===== config.mk =====
export PLATFORM = sky130hd
export DESIGN_NAME = uart_rx_os16
export DESIGN_NICKNAME = d
export VERILOG_FILES = /design/src/rtl/uart_rx_os16_pkg.sv /design/src/rtl/uart_baud_tick.sv /design/src/rtl/uart_rx_os16.sv
export SDC_FILE = /design/constraint.sdc
export NUM_CORES = 1
export LEC_CHECK = 0
export BUFFER_PORTS_ARGS = -buffer_cell sky130_fd_sc_hd__clkbuf_2
export CORE_ASPECT_RATIO = 0.75
export CORE_MARGIN = 8
export CORE_UTILIZATION = 45
export DETAILED_ROUTE_END_ITERATION = 6
export PLACE_DENSITY = 0.59
export SYNTH_ARGS = -nofsm -noshare
export SYNTH_HDL_FRONTEND = slang
export SYNTH_SLANG_ARGS = --single-unit

===== constraint.sdc =====
create_clock -name clk_50m -period 1.71 [get_ports clk_50m]
set_input_delay 0.342 -clock clk_50m [delete_from_list [all_inputs] [get_ports clk_50m]]
set_output_delay 0.342 -clock clk_50m [all_outputs]
set_load 0.03 [all_outputs]

===== src/rtl/uart_rx_os16_pkg.sv =====
// rtl/uart_rx_os16_pkg.sv - shared UART constants, state encoding and divider helper
package uart_rx_os16_pkg;

    localparam int OVERSAMPLE = 16;
    localparam int DATA_BITS  = 8;
    localparam int FRAME_BITS = 10;

    typedef enum logic [2:0] {
        ST_IDLE  = 3'd0,
        ST_START = 3'd1,
        ST_DATA  = 3'd2,
        ST_STOP  = 3'd3,
        ST_BRK   = 3'd4
    } state_t;

    function automatic int calc_div(input int clk_hz, input int baud);
        return clk_hz / (baud * OVERSAMPLE);
    endfunction

endpackage


===== src/rtl/uart_baud_tick.sv =====
// rtl/uart_baud_tick.sv - free-running sample-tick generator, one pulse every DIV clocks
module uart_baud_tick #(
    parameter int DIV = 27
) (
    input  logic clk_50m,
    input  logic rst_n,
    output logic tick
);

    localparam int            W    = (DIV > 1) ? $clog2(DIV) : 1;
    localparam logic [W-1:0]  LAST = W'(DIV - 1);

    logic [W-1:0] cnt;

    always_ff @(posedge clk_50m or negedge rst_n) begin
        if (!rst_n) begin
            cnt <= '0;
        end else if (cnt == LAST) begin
            cnt <= '0;
        end else begin
            cnt <= cnt + 1'b1;
        end
    end

    assign tick = (cnt == LAST);

endmodule


===== src/rtl/uart_rx_os16.sv =====
// rtl/uart_rx_os16.sv - 16x oversampling 8N1 UART receiver with majority vote and error flags
module uart_rx_os16
    import uart_rx_os16_pkg::*;
#(
    parameter int CLK_HZ = 50_000_000,
    parameter int BAUD   = 115200
) (
    input  logic       clk_50m,
    input  logic       rst_n,
    input  logic       rx,
    input  logic       rdy_clr,
    output logic       rdy,
    output logic [7:0] dout,
    output logic       frame_err,
    output logic       overrun
);

    localparam int         DIV    = calc_div(CLK_HZ, BAUD);
    localparam logic [3:0] SC_END = 4'(OVERSAMPLE - 1);
    localparam logic [2:0] IDX_END = 3'(DATA_BITS - 1);

    logic       rx_meta;
    logic       rx_s;
    logic       tick;
    logic [3:0] sc;
    logic [2:0] idx;
    logic       s7;
    logic       s8;
    logic [7:0] shreg;
    logic       maj;
    logic       at_mid;
    logic       at_end;
    logic       shift_en;
    logic       done;
    logic       ferr_set;
    state_t     state;
    state_t     state_n;

    uart_baud_tick #(.DIV(DIV)) u_tick (
        .clk_50m (clk_50m),
        .rst_n   (rst_n),
        .tick    (tick)
    );

    always_ff @(posedge clk_50m or negedge rst_n) begin
        if (!rst_n) begin
            rx_meta <= 1'b1;
            rx_s    <= 1'b1;
        end else begin
            rx_meta <= rx;
            rx_s    <= rx_meta;
        end
    end

    // Third vote is the live sc=9 sample, so the decision lands on that tick.
    assign maj    = (s7 & s8) | (s7 & rx_s) | (s8 & rx_s);
    assign at_mid = tick && (sc == 4'd9);
    assign at_end = tick && (sc == SC_END);

    always_ff @(posedge clk_50m or negedge rst_n) begin
        if (!rst_n) begin
            sc  <= '0;
            idx <= '0;
            s7  <= 1'b1;
            s8  <= 1'b1;
        end else begin
            if (tick) begin
                if (state == ST_IDLE && !rx_s) begin
                    sc <= '0;
                end else begin
                    sc <= sc + 1'b1;
                end
                if (sc == 4'd7) s7 <= rx_s;
                if (sc == 4'd8) s8 <= rx_s;
            end
            if (state == ST_START && at_end) begin
                idx <= '0;
            end else if (state == ST_DATA && at_end) begin
                idx <= idx + 1'b1;
            end
        end
    end

    always_ff @(posedge clk_50m or negedge rst_n) begin
        if (!rst_n) begin
            state <= ST_IDLE;
        end else begin
            state <= state_n;
        end
    end

    always_comb begin
        state_n = state;
        case (state)
            ST_IDLE:  if (tick && !rx_s) state_n = ST_START;
            ST_START: begin
                if (at_mid && maj)   state_n = ST_IDLE;
                else if (at_end)     state_n = ST_DATA;
            end
            ST_DATA:  if (at_end && idx == IDX_END) state_n = ST_STOP;
            ST_STOP:  if (at_mid) state_n = maj ? ST_IDLE : ST_BRK;
            ST_BRK:   if (tick && rx_s) state_n = ST_IDLE;
            default:  state_n = ST_IDLE;
        endcase
    end

    always_comb begin
        shift_en = 1'b0;
        done     = 1'b0;
        ferr_set = 1'b0;
        case (state)
            ST_DATA: shift_en = at_mid;
            ST_STOP: begin
                done     = at_mid & maj;
                ferr_set = at_mid & ~maj;
            end
            default: ;
        endcase
    end

    always_ff @(posedge clk_50m or negedge rst_n) begin
        if (!rst_n) begin
            shreg <= '0;
        end else if (shift_en) begin
            shreg <= {maj, shreg[7:1]};
        end
    end

    // A set in the same clock as rdy_clr wins; overrun is never raised by such a completion.
    always_ff @(posedge clk_50m or negedge rst_n) begin
        if (!rst_n) begin
            rdy       <= 1'b0;
            dout      <= 8'h00;
            frame_err <= 1'b0;
            overrun   <= 1'b0;
        end else begin
            if (done) begin
                dout <= shreg;
                rdy  <= 1'b1;
            end else if (rdy_clr) begin
                rdy  <= 1'b0;
            end

            if (ferr_set)     frame_err <= 1'b1;
            else if (rdy_clr) frame_err <= 1'b0;

            if (rdy_clr)          overrun <= 1'b0;
            else if (done && rdy) overrun <= 1'b1;
        end
    end

endmodule

==> out/metrics.cfg <==
[timing]
period_minus_slack_ns=1.64
tightest_slew_ns=0.599
slew_headroom_pct=59.7
grt_setup_unrepaired=false
finalSetupViolations=0
maxSlewViolCount=0
clock-skew-final_ns=0.00506
max_freq_ghz=0.609
hold_viol_final=0
period_share_pct=96.0

[route]
dr.pass1.iters=4
via_per_inst=5.21
wl_per_cell_um=14.4
ant_nets=0
route.vias.total=1177
drcViolationCount=0
routed_wl_um=3260
first_iter_violations=96

[synthesis]
seq_area_frac_synth_pct=53.2
synth_edf_count=0
synthFlopType=dfrtp_1
syn-mean-instance-area_um2=12.7
async_reset_ff_share_pct=100
synth_fp_nets=153
ys_ff_latch=38
yosys_warnings=0
synth.distinct_cells=43
netlist_area_mm2=0.00180
synthCells=142

[power]
power.total_mw=1.87
clkPwrFrac_pct=49.2
power.internal_mw=1.54
vdd.ir_drop.worst_uv=543
power_leakage_nw=1.07
cellPowerDensity_mw_per_mm2=871
power_frac_comb_pct=2.1
p_sw_share_pct=17.7
p_sw_uw=331
p_seq_share_pct=48.7

[floorplanning]
ios=15
rows=20
coreArea_mm2=0.00395
fp.dieH_um=70.7
initial_core_util_pct=45.5
die-area_mm2=0.00630
die_w_um=89.0

[placement]
hpwl_um=2350
port_buffers=14
place_congestion=0.813
place_area_mm2=0.00198
dp_cells=217

[global_routing]
grt_max_degree=39
antenna_found_initial=0
grt_pass1_vias=1172
overflow=0
grt.total_usage_pct=11.6
grt_pass1_wl_um=5750

[finish]
syn2layout_area_growth_pct=19.3
fin_area_mm2=0.00215
stdcell_count=226
diodes=0
num-nets-final=181
drive_gt1_share_pct=38.0

[critical_path]
end_kind=register
critical_path_class=register to register
reg2regPathDepth=3
reg2reg_from=state[2]$_DFFE_PN0P_
cp.required_ns=1.87
critPathLaunch=state[2]$_DFFE_PN0P_
rrSetupSlack_ns=0.07
cp-endpoint=sc[0]$_DFFE_PN0N_
critPathLaunchType=register
cp.arrival_ns=1.80
rr_endpoint=sc[0]$_DFFE_PN0N_
path_max_fanout=5

[clock_network]
h-tree-depth=2
insertion_delay_ns=0.28
cts_buffers=5
tritoncts=done
ctsHoldBuffers=0
cts_sinks=38
clkTransAtPathRegs_ns=0.07
cts_max_path_buffers=2
cts_root_buffer=clkbuf_8

[run]
maxCapViolations=0

[min_path]
hold_class=input pin to asynchronous set/reset pin

[status]
status=completed

worst max-delay path, cell delays in order (launching register included):
cell and delay, ns:
dfrtp_1 0.44, nor4_1 0.58, nor2_1 0.20, mux2_2 0.31
worst min path at each step:
stage / end / slack, ns / cells past startpoint
final: sc[1]$_DFFE_PN0N_ / 0.10 / 2
after global routing: rx_meta$_DFF_PN1_ / 0.12 / 1
after CTS: dout[7]$_DFFE_PN0P_ / 0.12 / 2
after detailed placement: rx_s$_DFF_PN1_ / 0.35 / 0
after global placement: rx_s$_DFF_PN1_ / 0.35 / 0
after floorplan: dout[0]$_DFFE_PN0P_ / 0.05 / 0
repair_timing:
action | in CTS | in global routing
setup buffers | 0 | 1
pin swaps | 0 | 2
gates resized for setup | 1 | 3
endpoints found under the setup margin | 10 | 19
per-layer routing:
layer	track usage (%)	vias up	part of all wire [%]	routed length [um]
li1	-	570	-	-
met1	16.8	585	51	1670
met3	3.47	2	4.5	147
met5	0	-	0	0
met2	15.9	20	44	1430
met4	3.31	0	0.43	14
stage by stage:
step                      util (%)  worst slack (ns)  TNS, ns  hold slack, ns
after floorplan                  -             0.163        0          0.0464
after global placement        50.1            0.0233        0           0.347
after detailed placement      50.1           -0.0261   -0.162           0.352
after CTS                     53.8           0.00429        0           0.116
after global routing          54.3          0.000865        0           0.125
final                         54.3            0.0682        0           0.100
layout make-up:
class | count | area [um2]
clock inverter | 2 | 60.1
timing repair buffer | 27 | 168
inverter | 8 | 30.0
clock buffer | 6 | 82.6
sequential | 38 | 956
tap | 55 | 68.8
fill | 359 | 1810
multi-input combinational | 90 | 781
synth_stat cells (2+ instances only):
library cell,instances,area share [%]
and2_1,4,1.4
nand2_1,4,0.83
ha_1,7,4.9
a211o_1,2,0.97
dfstp_2,4,5.8
inv_1,8,1.7
nand3b_1,2,0.83
nor3_1,2,0.56
nand4_1,2,0.70
nor4_1,3,1.0
a22o_1,4,1.9
dfrtp_1,34,47
mux2_2,18,11
o21ai_0,4,1.1
nand4_4,2,2.4
and3b_1,2,0.97
buf_2,3,0.83
o22ai_1,3,1.0
nor2_1,7,1.5
nand3_1,3,0.83
and3_1,2,0.70
state kept, by name (all words and copies together) (netlist names):
register / cells
s8: 1
idx: 3
rx_s: 1
rdy: 1
frame_err: 1
shreg: 8
state: 3
s7: 1
u_tick.cnt: 5
overrun: 1
dout: 8
rx_meta: 1
sc: 4
kinds of logic after synthesis:
family / synth area share, %
adder cells (fa/ha/maj): 5.43
XOR/XNOR: 0.974
flip-flops: 53.2
AO/OA/AOI/OAI: 9.12
buffers and inverters: 4.17
AND/OR/NAND/NOR: 14.7
multiplexers: 12.5
cells in the final DEF (no fill, tap or decap), types with 2 or more instances in the layout:
master     synthesis  routed
dfrtp_1           34      34
mux2_2            18      18
clkbuf_2           0      14
buf_4              0      13
inv_1              8       8
nor2_1             7       7
ha_1               7       7
clkbuf_8           0       6
o21ai_0            4       4
nand2_1            4       4
a22o_1             4       4
and2_1             4       4
dfstp_2            4       4
nand3_1            3       3
o22ai_1            3       3
nand4_4            2       2
nor4_1             3       2
and3_1             2       2
nand4_1            2       2
nand3b_1           2       2
a211o_1            2       2
bufinv_16          0       2
power by group through the flow:
stage | sequential, mW | combinational (mW) | clock [mW]
2_1_floorplan | 0.926 | 0.0133 | 0
3_3_place_gp | 0.928 | 0.0388 | 0
3_5_place_dp | 0.928 | 0.0402 | 0
4_1_cts | 0.911 | 0.0405 | 0.944
5_1_grt | 0.912 | 0.0445 | 0.995
6_report | 0.911 | 0.0392 | 0.919
No activity file was read; power rests on OpenSTA's default activity.
